`config.mk`:
```
export PLATFORM = sky130hd
export DESIGN_NAME = elevator_ctrl_n_flat
export DESIGN_NICKNAME = d
export VERILOG_FILES = /design/src/rtl/elevator_if.sv /design/src/rtl/elevator_ctrl_n.sv /design/src/flat_wrapper.sv
export SDC_FILE = /design/constraint.sdc
export NUM_CORES = 1
export LEC_CHECK = 0
export BUFFER_PORTS_ARGS = -buffer_cell sky130_fd_sc_hd__buf_2
export CELL_PAD_IN_SITES_DETAIL_PLACEMENT = 0
export CELL_PAD_IN_SITES_GLOBAL_PLACEMENT = 1
export CORE_ASPECT_RATIO = 1.5
export CORE_UTILIZATION = 43
export DETAILED_ROUTE_END_ITERATION = 16
export PLACE_DENSITY = 0.89
export SYNTH_ARGS = -nofsm -noshare
export SYNTH_HDL_FRONTEND = slang
export SYNTH_SLANG_ARGS = --single-unit
```
`constraint.sdc`:
```
create_clock -name clk -period 2.8 [get_ports clk]
set_input_delay 0.14 -clock clk [delete_from_list [all_inputs] [get_ports clk]]
set_output_delay 0.14 -clock clk [all_outputs]
set_load 0.01 [all_outputs]
```
`src/rtl/elevator_if.sv`:
```
// Signal bundle between the elevator controller (slave) and the car/hall side (master).
interface elevator_if #(
    parameter int NUM_FLOORS = 4,
    parameter int FLOOR_W    = $clog2(NUM_FLOORS)
);
    logic [NUM_FLOORS-1:0] floor_sensor;
    logic [NUM_FLOORS-1:0] car_req;
    logic [NUM_FLOORS-1:0] hall_up;
    logic [NUM_FLOORS-1:0] hall_down;
    logic                  door_hold;
    logic [1:0]            ac;
    logic [FLOOR_W-1:0]    display;
    logic                  door_open;
    logic                  dir_up;
    logic [NUM_FLOORS-1:0] pend_car;
    logic [NUM_FLOORS-1:0] pend_up;
    logic [NUM_FLOORS-1:0] pend_down;

    modport master (
        output floor_sensor, car_req, hall_up, hall_down, door_hold,
        input  ac, display, door_open, dir_up, pend_car, pend_up, pend_down
    );
    modport slave (
        input  floor_sensor, car_req, hall_up, hall_down, door_hold,
        output ac, display, door_open, dir_up, pend_car, pend_up, pend_down
    );
endinterface

```
`src/rtl/elevator_ctrl_n.sv`:
```
// Collective (SCAN) elevator controller: edge-captured requests, direction kept
// while requests remain ahead, programmable door dwell with hold/reopen.
module elevator_ctrl_n #(
    parameter int NUM_FLOORS  = 4,
    parameter int DOOR_CYCLES = 8,
    localparam int FLOOR_W    = $clog2(NUM_FLOORS)
) (
    input  logic      clk,
    input  logic      rst_n,
    elevator_if.slave bus
);
    localparam int                    TMR_W = $clog2(DOOR_CYCLES + 1);
    localparam logic [TMR_W-1:0]      DWELL = TMR_W'(DOOR_CYCLES);
    localparam logic [NUM_FLOORS-1:0] ONE   = NUM_FLOORS'(1'b1);
    localparam logic [NUM_FLOORS-1:0] UP_OK = ~(ONE << (NUM_FLOORS - 1));
    localparam logic [NUM_FLOORS-1:0] DN_OK = ~ONE;

    typedef enum logic [1:0] {
        ST_IDLE      = 2'd0,
        ST_MOVE_UP   = 2'd1,
        ST_MOVE_DOWN = 2'd2,
        ST_DOOR_OPEN = 2'd3
    } state_t;

    function automatic logic any_above(input logic [NUM_FLOORS-1:0] v, input logic [FLOOR_W-1:0] f);
        logic r;
        r = 1'b0;
        for (int i = 0; i < NUM_FLOORS; i++) r = r | (v[i] & (i > int'(f)));
        return r;
    endfunction

    function automatic logic any_below(input logic [NUM_FLOORS-1:0] v, input logic [FLOOR_W-1:0] f);
        logic r;
        r = 1'b0;
        for (int i = 0; i < NUM_FLOORS; i++) r = r | (v[i] & (i < int'(f)));
        return r;
    endfunction

    function automatic logic [FLOOR_W-1:0] onehot_idx(input logic [NUM_FLOORS-1:0] v);
        logic [FLOOR_W-1:0] idx;
        idx = '0;
        for (int i = 0; i < NUM_FLOORS; i++) idx = v[i] ? FLOOR_W'(i) : idx;
        return idx;
    endfunction

    state_t                state_r, state_nx_s, res_state_s;
    logic [FLOOR_W-1:0]    display_r, display_nx_s, sens_idx_s;
    logic                  dir_up_r, dir_nx_s, res_dir_s;
    logic [TMR_W-1:0]      timer_r, timer_nx_s;
    logic [1:0]            ac_r, ac_s;
    logic                  door_open_r, door_open_s;
    logic [NUM_FLOORS-1:0] car_prev_r, up_prev_r, dn_prev_r;
    logic [NUM_FLOORS-1:0] pend_car_r, pend_up_r, pend_dn_r;
    logic [NUM_FLOORS-1:0] car_edge_s, up_edge_s, dn_edge_s, pend_any_s;
    logic [NUM_FLOORS-1:0] disp_bit_s, sens_bit_s, clr_car_s, clr_up_s, clr_dn_s;
    logic                  sens_ok_s, here_s, ahead_up_s, ahead_dn_s;
    logic                  k_stop_up_s, k_stop_dn_s, k_ahead_up_s, k_ahead_dn_s;
    logic                  arr_up_s, arr_dn_s;

    // Button edges, request geometry and the resume decision shared by IDLE and door close
    always_comb begin
        car_edge_s   = bus.car_req & ~car_prev_r;
        up_edge_s    = bus.hall_up & ~up_prev_r & UP_OK;
        dn_edge_s    = bus.hall_down & ~dn_prev_r & DN_OK;
        pend_any_s   = pend_car_r | pend_up_r | pend_dn_r;
        disp_bit_s   = ONE << display_r;
        sens_idx_s   = onehot_idx(bus.floor_sensor);
        sens_bit_s   = ONE << sens_idx_s;
        sens_ok_s    = $onehot(bus.floor_sensor);
        here_s       = |(pend_any_s & disp_bit_s);
        ahead_up_s   = any_above(pend_any_s, display_r);
        ahead_dn_s   = any_below(pend_any_s, display_r);
        k_ahead_up_s = any_above(pend_any_s, sens_idx_s);
        k_ahead_dn_s = any_below(pend_any_s, sens_idx_s);
        k_stop_up_s  = (|((pend_car_r | pend_up_r) & sens_bit_s)) | ~k_ahead_up_s;
        k_stop_dn_s  = (|((pend_car_r | pend_dn_r) & sens_bit_s)) | ~k_ahead_dn_s;
        arr_up_s     = sens_ok_s && (int'(sens_idx_s) == int'(display_r) + 1);
        arr_dn_s     = sens_ok_s && (int'(sens_idx_s) + 1 == int'(display_r));
        if (dir_up_r && ahead_up_s) begin
            res_state_s = ST_MOVE_UP;   res_dir_s = 1'b1;
        end else if (!dir_up_r && ahead_dn_s) begin
            res_state_s = ST_MOVE_DOWN; res_dir_s = 1'b0;
        end else if (ahead_dn_s) begin
            res_state_s = ST_MOVE_DOWN; res_dir_s = 1'b0;
        end else if (ahead_up_s) begin
            res_state_s = ST_MOVE_UP;   res_dir_s = 1'b1;
        end else begin
            res_state_s = ST_IDLE;      res_dir_s = dir_up_r;
        end
    end

    // Next-state, floor, direction, timer and request-clear decisions
    always_comb begin
        state_nx_s   = state_r;
        display_nx_s = display_r;
        dir_nx_s     = dir_up_r;
        timer_nx_s   = timer_r;
        clr_car_s    = '0;
        clr_up_s     = '0;
        clr_dn_s     = '0;
        case (state_r)
            ST_IDLE: begin
                if (here_s) begin
                    state_nx_s = ST_DOOR_OPEN;
                    timer_nx_s = DWELL;
                    clr_car_s  = disp_bit_s;
                    clr_up_s   = disp_bit_s;
                    clr_dn_s   = disp_bit_s;
                end else begin
                    state_nx_s = res_state_s;
                    dir_nx_s   = res_dir_s;
                end
            end
            ST_MOVE_UP: begin
                if (arr_up_s) begin
                    display_nx_s = sens_idx_s;
                    if (k_stop_up_s) begin
                        state_nx_s = ST_DOOR_OPEN;
                        timer_nx_s = DWELL;
                        clr_car_s  = sens_bit_s;
                        clr_up_s   = sens_bit_s;
                        dir_nx_s   = k_ahead_up_s;
                        clr_dn_s   = k_ahead_up_s ? '0 : sens_bit_s;
                    end else begin
                        state_nx_s = ST_MOVE_UP;
                    end
                end else begin
                    state_nx_s = ST_MOVE_UP;
                end
            end
            ST_MOVE_DOWN: begin
                if (arr_dn_s) begin
                    display_nx_s = sens_idx_s;
                    if (k_stop_dn_s) begin
                        state_nx_s = ST_DOOR_OPEN;
                        timer_nx_s = DWELL;
                        clr_car_s  = sens_bit_s;
                        clr_dn_s   = sens_bit_s;
                        dir_nx_s   = ~k_ahead_dn_s;
                        clr_up_s   = k_ahead_dn_s ? '0 : sens_bit_s;
                    end else begin
                        state_nx_s = ST_MOVE_DOWN;
                    end
                end else begin
                    state_nx_s = ST_MOVE_DOWN;
                end
            end
            ST_DOOR_OPEN: begin
                // A fresh press at this floor reopens the dwell and is absorbed, never latched
                clr_car_s = car_edge_s & disp_bit_s;
                clr_up_s  = up_edge_s & disp_bit_s;
                clr_dn_s  = dn_edge_s & disp_bit_s;
                if (bus.door_hold || (|(clr_car_s | clr_up_s | clr_dn_s))) begin
                    timer_nx_s = DWELL;
                end else if (timer_r <= TMR_W'(1'b1)) begin
                    timer_nx_s = '0;
                    state_nx_s = res_state_s;
                    dir_nx_s   = res_dir_s;
                end else begin
                    timer_nx_s = timer_r - TMR_W'(1'b1);
                end
            end
            default: begin
                state_nx_s = ST_IDLE;
            end
        endcase
    end

    // Motor and door commands follow the upcoming state
    always_comb begin
        case (state_nx_s)
            ST_MOVE_UP:   begin ac_s = 2'b10; door_open_s = 1'b0; end
            ST_MOVE_DOWN: begin ac_s = 2'b01; door_open_s = 1'b0; end
            ST_DOOR_OPEN: begin ac_s = 2'b00; door_open_s = 1'b1; end
            default:      begin ac_s = 2'b00; door_open_s = 1'b0; end
        endcase
    end

    // State and command output registers
    always_ff @(posedge clk or negedge rst_n) begin
        if (!rst_n) begin
            state_r     <= ST_IDLE;
            ac_r        <= 2'b00;
            door_open_r <= 1'b0;
        end else begin
            state_r     <= state_nx_s;
            ac_r        <= ac_s;
            door_open_r <= door_open_s;
        end
    end

    // Floor, direction, timer, button history and pending-request registers
    always_ff @(posedge clk or negedge rst_n) begin
        if (!rst_n) begin
            display_r  <= '0;
            dir_up_r   <= 1'b1;
            timer_r    <= '0;
            car_prev_r <= '0;
            up_prev_r  <= '0;
            dn_prev_r  <= '0;
            pend_car_r <= '0;
            pend_up_r  <= '0;
            pend_dn_r  <= '0;
        end else begin
            display_r  <= display_nx_s;
            dir_up_r   <= dir_nx_s;
            timer_r    <= timer_nx_s;
            car_prev_r <= bus.car_req;
            up_prev_r  <= bus.hall_up;
            dn_prev_r  <= bus.hall_down;
            pend_car_r <= (pend_car_r | car_edge_s) & ~clr_car_s;
            pend_up_r  <= (pend_up_r | up_edge_s) & ~clr_up_s;
            pend_dn_r  <= (pend_dn_r | dn_edge_s) & ~clr_dn_s;
        end
    end

    assign bus.ac        = ac_r;
    assign bus.display   = display_r;
    assign bus.door_open = door_open_r;
    assign bus.dir_up    = dir_up_r;
    assign bus.pend_car  = pend_car_r;
    assign bus.pend_up   = pend_up_r;
    assign bus.pend_down = pend_dn_r;
endmodule

```
`src/flat_wrapper.sv`:
```
// flat-port wrapper written by rule: the top's interface ports become plain ports
module elevator_ctrl_n_flat 
#(
    parameter int NUM_FLOORS  = 4,
    parameter int DOOR_CYCLES = 8,
    localparam int FLOOR_W    = $clog2(NUM_FLOORS)
)
  (clk, rst_n, bus_floor_sensor, bus_car_req, bus_hall_up, bus_hall_down, bus_door_hold, bus_ac, bus_display, bus_door_open, bus_dir_up, bus_pend_car, bus_pend_up, bus_pend_down);
  elevator_if #(.NUM_FLOORS(NUM_FLOORS)) bus_i ();
  input  logic clk;
  input  logic rst_n;
  input wire logic [$bits(bus_i.floor_sensor)-1:0] bus_floor_sensor;
  input wire logic [$bits(bus_i.car_req)-1:0] bus_car_req;
  input wire logic [$bits(bus_i.hall_up)-1:0] bus_hall_up;
  input wire logic [$bits(bus_i.hall_down)-1:0] bus_hall_down;
  input wire logic [$bits(bus_i.door_hold)-1:0] bus_door_hold;
  output wire logic [$bits(bus_i.ac)-1:0] bus_ac;
  output wire logic [$bits(bus_i.display)-1:0] bus_display;
  output wire logic [$bits(bus_i.door_open)-1:0] bus_door_open;
  output wire logic [$bits(bus_i.dir_up)-1:0] bus_dir_up;
  output wire logic [$bits(bus_i.pend_car)-1:0] bus_pend_car;
  output wire logic [$bits(bus_i.pend_up)-1:0] bus_pend_up;
  output wire logic [$bits(bus_i.pend_down)-1:0] bus_pend_down;
  assign bus_i.floor_sensor = bus_floor_sensor;
  assign bus_i.car_req = bus_car_req;
  assign bus_i.hall_up = bus_hall_up;
  assign bus_i.hall_down = bus_hall_down;
  assign bus_i.door_hold = bus_door_hold;
  assign bus_ac = bus_i.ac;
  assign bus_display = bus_i.display;
  assign bus_door_open = bus_i.door_open;
  assign bus_dir_up = bus_i.dir_up;
  assign bus_pend_car = bus_i.pend_car;
  assign bus_pend_up = bus_i.pend_up;
  assign bus_pend_down = bus_i.pend_down;
  elevator_ctrl_n #(.NUM_FLOORS(NUM_FLOORS), .DOOR_CYCLES(DOOR_CYCLES)) u_core (.clk(clk), .rst_n(rst_n), .bus(bus_i));
endmodule
```
* Word-level counts from Yosys, hierarchy flattened
Index checks and enable logic that the tools add are counted.
** Operators by class
- Multiplexer cells :: 54
- Equality and inequality tests :: 17
- Reductions and logical operators :: 15
- Magnitude comparators :: 13
- Add/sub/neg operators :: 6
- Shift operators :: 2
- Bitwise logic cells :: 50
** Operators with widths (number)
- $mux W4 :: 18
- $pmux W4 S4 :: 4
- $and A4 B4 Y4 :: 10
- $eq A3 B32 Y1 :: 1
- $eq A32 B3 Y1 :: 1
- $or A4 B4 Y4 :: 7
- $mux W2 :: 12
- $not A4 Y4 :: 5
- $mux W1 :: 16
- $reduce_or A4 Y1 :: 4
- $and A1 B1 Y1 :: 12
- $ne A2 B1 Y1 const B :: 6
- $or A1 B1 Y1 :: 10
- $eq A2 B2 Y1 const B :: 4
- $gt A2 B2 Y1 const A :: 4
- $lt A1 B2 Y1 const A :: 4
- $pmux W2 S2 :: 2
- $pmux W2 S4 :: 1
- $shl A1 B2 Y4 const A :: 2
- $reduce_and A7 Y1 :: 1
- $add A2 B1 Y3 const B :: 2
- $reduce_and A5 Y1 :: 1
- $add A1 B1 Y2 :: 2
- $and A3 B4 Y4 :: 1
- 19 further kinds :: 27
** Storage, ports and cells
- Input bits :: 19
- Logic and storage cells :: 169
- Output and inout port bits :: 18
- Register bits after elaboration :: 35

* Logic depth before layout (Yosys ltp)
Gate-level depths: netlist of the first run.
- Word-level depth :: 14
- Gate-level depth with buffers :: 12
- Depth with buffers taken out :: 12

* Worst setup path after synthesis of the first run
OpenSTA, ideal clock, no wires.
- Path type :: register -> register
- From :: reg u_core.display_r[0] (netlist: u_core.bus.display[0])
- To :: reg u_core.ac_r[1] (netlist: u_core.bus.ac[1])
- Required time :: 2.728 ns
- Path buffers :: 1
- Cell stages (with the launch flop) :: 11
- Period minus slack after synthesis :: 2.416 ns
- Library setup time :: 0.072 ns
- Data arrival time :: 2.344 ns
- Slack :: 0.384 ns
- Path through :: dfrtp_1 inv_1 ha_1 clkbuf_1 a221oi_1 nand2_1 o31a_1 or4_1 o311ai_1 inv_2 nor2_1
** Between the ends
- Elaborated cells between the ends (all ways) :: 46
- Classes of those cells :: add/sub: 1; order compare: 6; eq/ne: 4; shift: 1; mux: 11; bitwise: 16; reduce/logical: 7
** RTL lines
- start: declaration :: RTL line elevator_ctrl_n.sv:47 : logic [FLOOR_W-1:0] display_r, display_nx_s, sens_idx_s;
- start signal: assignment :: RTL line elevator_ctrl_n.sv:205 : display_r <= display_nx_s;
- $lt A1 B2 Y1 :: RTL line elevator_ctrl_n.sv:35 : for (int i = 0; i < NUM_FLOORS; i++) r = r | (v[i] & (i < int'(f)));
- $and A1 B1 Y1 :: RTL line elevator_ctrl_n.sv:35
- $or A1 B1 Y1 (2 in a row) :: RTL line elevator_ctrl_n.sv:35
- $mux W2 or $logic_and A1 B1 Y1 (tied branches) :: RTL line elevator_ctrl_n.sv:83, elevator_ctrl_n.sv:81
- $mux W2 :: RTL line elevator_ctrl_n.sv:81 : end else if (!dir_up_r && ahead_dn_s) begin
- $mux W2 :: RTL line elevator_ctrl_n.sv:79 : if (dir_up_r && ahead_up_s) begin
- $mux W2 :: RTL line elevator_ctrl_n.sv:155 : end else if (timer_r <= TMR_W'(1'b1)) begin
- $mux W2 :: RTL line elevator_ctrl_n.sv:153 : if (bus.door_hold || (|(clr_car_s | clr_up_s | clr_dn_s))) begin
- $pmux W2 S4 (*) :: RTL line elevator_ctrl_n.sv:101 : case (state_r)
- net u_core.state_nx_s[1] :: RTL line elevator_ctrl_n.sv:46 : state_t state_r, state_nx_s, res_state_s;
- $eq A2 B2 Y1 or $eq A2 B1 Y1 (tied branches) :: RTL line elevator_ctrl_n.sv:171 : case (state_nx_s)
- $pmux W2 S2 (*) :: RTL line elevator_ctrl_n.sv:171
- net u_core.ac_s[1] :: RTL line elevator_ctrl_n.sv:50 : logic [1:0] ac_r, ac_s;
- end signal: assignment :: RTL line elevator_ctrl_n.sv:187 : ac_r <= ac_s;
- end: declaration :: RTL line elevator_ctrl_n.sv:50
Mark *: on every way through the listed nets, which the timed path passes. The rest lies on a longest branch.
A chain may end at the register's enable or synchronous reset.

* Worst setup path after layout of the first run
- From :: in bus_floor_sensor[2]
- To :: reg u_core.ac_r[1] (netlist: u_core.bus.ac[1])
** Between the ends
- Longest elaborated chain between the ends :: 13
- Elaborated cells between the ends (all ways) :: 43
- Classes of those cells :: add/sub: 3; order compare: 6; eq/ne: 5; shift: 1; mux: 8; bitwise: 16; reduce/logical: 4
** Ends and longest elaborated chain
- start: declaration :: RTL line flat_wrapper.sv:12 : input wire logic [$bits(bus_i.floor_sensor)-1:0] bus_floor_sensor;
- $mux W2 (2 in a row) :: RTL line elevator_ctrl_n.sv:42 : for (int i = 0; i < NUM_FLOORS; i++) idx = v[i] ? FLOOR_W'(i) : idx;
- $gt A1 B2 Y1 or $gt A2 B2 Y1 (tied branches) :: RTL line elevator_ctrl_n.sv:28 : for (int i = 0; i < NUM_FLOORS; i++) r = r | (v[i] & (i > int'(f)));
- $and A1 B1 Y1 :: RTL line elevator_ctrl_n.sv:28
- $or A1 B1 Y1 (2 in a row) :: RTL line elevator_ctrl_n.sv:28
- $not A1 Y1 :: RTL line elevator_ctrl_n.sv:75 : k_stop_up_s = (|((pend_car_r | pend_up_r) & sens_bit_s)) | ~k_ahead_up_s;
- $or A1 B1 Y1 :: RTL line elevator_ctrl_n.sv:75
- $mux W2 :: RTL line elevator_ctrl_n.sv:117 : if (k_stop_up_s) begin
- $mux W2 (*) :: RTL line elevator_ctrl_n.sv:115 : if (arr_up_s) begin
- $pmux W2 S4 (*) :: RTL line elevator_ctrl_n.sv:101
- net u_core.state_nx_s[1] :: RTL line elevator_ctrl_n.sv:46
- $eq A2 B2 Y1 or $eq A2 B1 Y1 (tied branches) :: RTL line elevator_ctrl_n.sv:171
- $pmux W2 S2 (*) :: RTL line elevator_ctrl_n.sv:171
- net u_core.ac_s[1] :: RTL line elevator_ctrl_n.sv:50
Marks and branches as above.

==> results.py, run 1 <==
metrics = {
    "cts": {
        "path_clk_slew_ns": 0.07,
        "clk_latency_ns": 0.29,
        "numCtsBuffers": 5,
        "cts_tree": "built",
        "cts.sinks": 34,
        "clk_path_buf_depth": 2,
        "htree_levels": 2,
        "cts-root-buf": "clkbuf_8",
        "cts-resized-gates": 0,
    },
    "floorplan": {
        "fp.dieW_um": 60.6,
        "ioPinCount": 37,
        "rows": 31,
        "core_area_sq_mm": 0.00489,
        "die_h_um": 89.9,
        "initial_core_util_pct": 45.3,
        "die_area_sq_mm": 0.00545,
    },
    "finish": {
        "multi_input_area_sq_mm": 0.00126,
        "area_delta_synth_final_pct": 25.2,
        "fill_cells": 471,
        "fin_cells": 371,
        "final_util_pct": 56.7,
        "most-common-layout-cells": "buf_2 (34), dfrtp_1 (33), o21ai_0 (21), ha_1 (21)",
        "nets": 345,
        "postLayoutCellArea_sq_mm": 0.00277,
        "drive_gt1_share_pct": 20.0,
        "layout_commonest_cell": "buf_2",
        "ff_latch_area_sq_um": 852,
        "diodes": 0,
    },
    "status": {
        "status": "complete, no violations",
    },
    "sta": {
        "relSlewSlack_pct": 49.3,
        "finalHoldViolations": 0,
        "max_freq_mhz": 396,
        "finalCriticalPeriod_ns": 2.53,
        "skew_ns": 0.00959,
        "finalWorstSetupSlack_ns": 0.274,
        "period_share_pct": 90.2,
        "finalSetupViolCount": 0,
        "slew_viol_final": 0,
        "tightest_slew_ns": 0.761,
        "rsz0062_at_grt": "no",
    },
    "critical_path": {
        "required_ns": 2.97,
        "crit_path_end_kind": "flip-flop",
        "cp_slowest_cell": "fa_1",
        "cp-start-kind": "input port",
        "path_max_fanout": 5,
        "critPathKind": "in -> reg",
        "timing.rr.start": "u_core.bus.display[0]$_DFFE_PN0P_",
        "cpPeakStageDelay_ns": 0.44,
        "arrival_ns": 2.70,
        "rr_worst_depth": 12,
        "rrSetupSlack_ns": 0.32,
        "path_cells": "buf_2, inv_1, ha_1, ha_1, fa_1, nor3b_1, o2111ai_1, nor2_1, or4_1, o311ai_1, buf_4, inv_2, nor2_1",
        "reg2reg_to": "u_core.bus.ac[1]$_DFF_PN0_",
    },
    "synth": {
        "yosysSeqAreaShare_pct": 38.5,
        "ys.flop_type": "dfrtp_1",
        "synthCells": 244,
        "yosysUniqueCellTypes": 49,
        "synth_area_sq_mm": 0.00221,
        "synthArstFlopShare_pct": 100,
        "yosys_warnings": 0,
        "syn_area_per_cell_sq_um": 9.08,
        "synth_seq_cells": 34,
        "syn-num-nets": 285,
        "synth_edf_count": 0,
    },
    "global_routing": {
        "grt_pass1_wl_mm": 9.33,
        "globalRouteOverflowTotal": 0,
        "grt_usage_pct": 22.7,
        "grt_max_degree": 35,
        "antenna_found_initial": 0,
        "grt_pass1_vias": 2045,
    },
    "hold_path": {
        "min_to": "u_core.timer_r[3]$_DFFE_PN0P_",
        "worstHoldStart": "bus_door_hold",
        "min_path_type": "in -> reg",
        "min_path_cells": 5,
    },
    "detailed_routing": {
        "first_pass_iters": 4,
        "wirelength_mm": 5.42,
        "drcViolationCount": 0,
        "drt_iter0_drc": 93,
        "drtAntennaViolNets": 0,
        "vias": 2092,
        "wl_per_cell_um": 14.6,
        "via_per_inst": 5.64,
    },
    "power_and_ir_drop": {
        "power-per-cell-area_mw_per_mm2": 961,
        "leakagePower_nw": 1.25,
        "ir_drop_mv": 0.426,
        "p_total_w": 0.00266,
    },
    "place": {
        "place_congestion": 0.868,
        "preCtsSetupSlack_ns": -0.00308,
        "hpwl_mm": 4.15,
        "port_buffers": 34,
        "placed_area_sq_mm": 0.00255,
        "placedCellCount": 352,
    },
    "job": {
        "cap_violations": 0,
    },
}
==> worst max-delay path by stage <==
| stage | cells after the start | end | from | slack (ns) |
|---|---|---|---|---|
| 5_1_grt | 12 | u_core.bus.door_open$_DFF_PN0_ | bus_floor_sensor[2] | 0.07 |
| 3_5_place_dp | 13 | u_core.bus.ac[1]$_DFF_PN0_ | bus_floor_sensor[2] | -0.003 |
| 3_3_place_gp | 13 | u_core.bus.ac[1]$_DFF_PN0_ | bus_floor_sensor[2] | 0.04 |
| 4_1_cts | 13 | u_core.bus.ac[1]$_DFF_PN0_ | bus_floor_sensor[2] | 0.30 |
| 6_report | 13 | u_core.bus.ac[1]$_DFF_PN0_ | bus_floor_sensor[2] | 0.27 |
| 2_1_floorplan | 10 | u_core.bus.ac[1]$_DFF_PN0_ | u_core.bus.display[0]$_DFFE_PN0P_ | 0.38 |
==> critical path, delay by kind of cell <==
family,cells,cell delay (ns)
adder cells (fa/ha/maj),3,0.92
AO/OA/AOI/OAI,2,0.32
AND/OR/NAND/NOR,4,0.96
buffers and inverters,4,0.34
==> flip-flops by register name, indices dropped and copies added (netlist names), 3 cells and up <==
signal,cells
u_core.bus.pend_car,4
u_core.bus.pend_down,4
u_core.bus.pend_up,4
u_core.car_prev_r,4
u_core.timer_r,4
u_core.dn_prev_r,3
u_core.up_prev_r,3
==> Yosys cell counts, drive strengths merged, types with 2 or more instances <==
master	instances	area share [%]
dfrtp	33	37
o21ai	23	5.2
ha	21	12
inv	20	3.4
nor2	19	3.2
nand2	15	2.5
nor2b	12	3.4
a21oi	10	2.3
or3	9	2.5
nor3	8	1.8
nand3	6	1.4
nand4	5	1.4
a32o	4	1.8
clkbuf	4	0.68
o21a	4	1.4
o31ai	4	1.4
a211oi	3	1.0
mux2i	3	1.4
or2	3	0.85
a21o	2	0.68
a221oi	2	0.79
a222oi	2	0.90
a311oi	2	0.79
a41o	2	0.90
buf	2	0.40
nor4	2	0.56
o221ai	2	0.79
o22ai	2	0.56
o31a	2	0.79
o32ai	2	0.79
xnor2	2	0.79
==> layer usage <==
metal / track usage [%] / vias up / share of wire (%)
met5: 0 / - / 0
met4: 11.0 / 0 / 3.3
met3: 3.74 / 15 / 3.7
met2: 36.4 / 72 / 50
met1: 28.5 / 981 / 43
li1: - / 1024 / -
==> cell type report <==
class / instances / share of cell area, %
clock buffers: 5 / 2.48
flip-flops and latches: 34 / 30.7
well taps: 66 / 2.98
clock inverters: 3 / 1.62
inverters: 20 / 2.71
multi-input cells: 184 / 45.6
repair buffers: 59 / 13.9
==> logic make-up (layout without fill, tap and decap cells) <==
family / Yosys count / in the layout / share of synthesized area, %
buf+inv: 26 / 87 / 4.46
compound gates: 74 / 74 / 23.1
simple gates: 83 / 83 / 19.0
fa+ha+maj: 22 / 22 / 12.8
xor+xnor: 2 / 2 / 0.791
flops: 34 / 34 / 38.5
mux: 3 / 3 / 1.36
==> what timing repair did <==
action                                  4_1_cts  5_1_grt
setup buffers                                 0        0
hold buffers                                 11        0
endpoints found under the hold margin        43        0
endpoints found under the setup margin        0        0
==> report_power, final <==
part	switching [W]	total, W	internal (W)
logic	0.000827	0.00142	0.000591
clock network	0.000191	0.000455	0.000265
registers	0.000146	0.000790	0.000644
==> metrics by stage <==
step,TNS (ns),hold WS [ns]
3_5_place_dp,-0.00308,0.259
3_3_place_gp,0,0.256
6_report,0,0.283
5_1_grt,0,0.330
4_1_cts,0,0.285
2_1_floorplan,0,-0.156
(Power assumes the default switching activity.)
==> inputs of run 2 (changes only) <==
CAP_MARGIN = 20   (was not set)
PLACE_DENSITY = not set   (was 0.89)
PLACE_DENSITY_LB_ADDON = 0.1   (was not set)
==> results.py, run 2 (synthesis gave the netlist of run 1 again) <==
metrics = {
    "critical_path": {
        "cp-start-kind": "flip-flop",
        "arrival_ns": 2.79,
        "path_cells": "inv_1, ha_1, a221oi_1, nand2_1, o31a_1, or4_1, o311ai_1, buf_4, inv_2, nor2_1",
        "path_max_fanout": 8,
        "path_delay_family": "compound AO/OA/AOI/OAI gates",
        "critPathKind": "reg -> reg",
        "cpPeakStageDelay_ns": 0.50,
        "required_ns": 3.02,
        "cp_slowest_cell": "dfrtp_1",
        "cp.buffers_inverters": 3,
        "crit_path_end_kind": "flip-flop",
    },
    "detailed_routing": {
        "drtAntennaViolNets": 0,
        "drcViolationCount": 0,
        "wirelength_mm": 5.74,
        "drt_iter0_drc": 104,
        "vias": 2062,
        "via_per_inst": 5.60,
        "wl_per_cell_um": 15.6,
        "first_pass_iters": 4,
    },
    "power_and_ir_drop": {
        "p_sw_share_pct": 43.5,
        "power_frac_clock_pct": 17.6,
        "p_switching_w": 0.00116,
        "comb_power_share_pct": 52.7,
        "pwr-share-seq_pct": 29.8,
        "p_int_w": 0.00151,
        "leakagePower_nw": 1.25,
        "power-per-cell-area_mw_per_mm2": 968,
        "ir_drop_mv": 0.451,
    },
    "floorplan": {
        "fp.dieW_um": 60.6,
        "initial_core_util_pct": 45.3,
        "die_area_sq_mm": 0.00545,
        "ioPinCount": 37,
        "rows": 31,
        "core_area_sq_mm": 0.00489,
        "die_h_um": 89.9,
    },
    "sta": {
        "finalWorstSetupSlack_ns": 0.239,
        "rsz0062_at_grt": "no",
        "skew_ns": 0.00670,
        "period_share_pct": 91.5,
        "finalHoldViolations": 0,
        "finalSetupViolCount": 0,
        "slew_viol_final": 0,
        "relSlewSlack_pct": 49.5,
        "max_freq_mhz": 390,
        "finalCriticalPeriod_ns": 2.56,
        "setup-tns-final_ns": 0,
        "tightest_slew_ns": 0.758,
    },
    "cts": {
        "cts.sinks": 34,
        "cts_setup_buffers": 0,
        "htree_levels": 2,
        "cts-resized-gates": 0,
        "cts-root-buf": "clkbuf_8",
        "cts_tree": "built",
        "clk_path_buf_depth": 2,
        "numCtsBuffers": 5,
        "path_clk_slew_ns": 0.07,
        "clk_latency_ns": 0.29,
        "cts_hold_buffers": 11,
    },
    "global_routing": {
        "globalRouteOverflowTotal": 0,
        "antenna_found_initial": 0,
        "grt_max_degree": 35,
        "grt_pass1_wl_mm": 9.45,
        "grt_pass1_vias": 2014,
        "grt_usage_pct": 23.4,
    },
    "finish": {
        "nets": 343,
        "diodes": 0,
        "area_delta_synth_final_pct": 24.5,
        "most-common-layout-cells": "buf_2 (34), dfrtp_1 (33), o21ai_0 (21), ha_1 (21)",
        "fill_cells": 473,
        "layout_commonest_cell": "buf_2",
        "drive_gt1_share_pct": 19.2,
    },
    "place": {
        "hpwl_mm": 4.37,
        "preCtsSetupSlack_ns": 0.0115,
        "port_buffers": 34,
        "place_congestion": 0.873,
    },
    "hold_path": {
        "min_path_type": "in -> reg",
    },
    "status": {
        "status": "complete, no violations",
    },
    "job": {
        "cap_violations": 0,
    },
}
[run 2: cell type report]
class | count | area, sq um | share of cell area [%]
multi-input combinational | 184 | 1260 | 45.8
sequential | 34 | 852 | 30.9
timing repair buffer | 57 | 370 | 13.4
clock buffer | 6 | 82.6 | 3.00
tap | 66 | 82.6 | 3.00
inverter | 20 | 75.1 | 2.72
clock inverter | 1 | 30.0 | 1.09
[run 2: power groups by stage]
stage / clock [W] / sequential [W] / combinational (W)
final: 0.000469 / 0.000794 / 0.00141
after global routing: 0.000496 / 0.000820 / 0.00158
after CTS: 0.000481 / 0.000793 / 0.00141
after detailed placement: 0 / 0.000801 / 0.00139
after global placement: 0 / 0.000795 / 0.00138
after floorplan: 0 / 0.000824 / 0.000874
[run 2: tightest hold or removal path, stage by stage]
cell and delay, ns:
buf_2 0.08, a221oi_1 0.05, nand2_1 0.08, nor3_1 0.05, o21ai_0 0.13
[run 2: routing by layer]
layer  global-route usage, %  share of wire (%)  vias up
met1                    28.8                 41      977
met5                       0                  0        -
li1                        -                  -     1012
met2                    37.6                 51       59
met4                    13.4                4.0        0
met3                    3.31                4.2       14
[run 2: worst paths after layout]
kind,startpoint,endpoint,slack (ns),cells past startpoint
max,u_core.bus.display[1]$_DFFE_PN0P_,u_core.bus.ac[1]$_DFF_PN0_,0.24,10
min,bus_door_hold,u_core.timer_r[3]$_DFFE_PN0P_,0.29,5
max reg2reg,u_core.bus.display[1]$_DFFE_PN0P_,u_core.bus.ac[1]$_DFF_PN0_,0.24,10
min reg2reg,u_core.bus.dir_up$_DFFE_PN1P_,u_core.bus.dir_up$_DFFE_PN1P_,0.50,2
max in group asynchronous,rst_n,u_core.bus.ac[0]$_DFF_PN0_,1.86,2
min in group asynchronous,rst_n,u_core.bus.pend_down[3]$_DFF_PN0_,0.45,2
[run 2: metrics by stage]
stage	util [%]	hold slack [ns]	power [W]	instances	cell area, sq um
after floorplan	-	-0.156	0.00170	244	2210
after global placement	51.8	0.258	0.00218	350	2530
after detailed placement	51.8	0.261	0.00219	350	2530
after CTS	56.4	0.280	0.00268	368	2760
after global routing	56.4	0.345	0.00290	368	2760
final	56.4	0.286	0.00267	368	2760
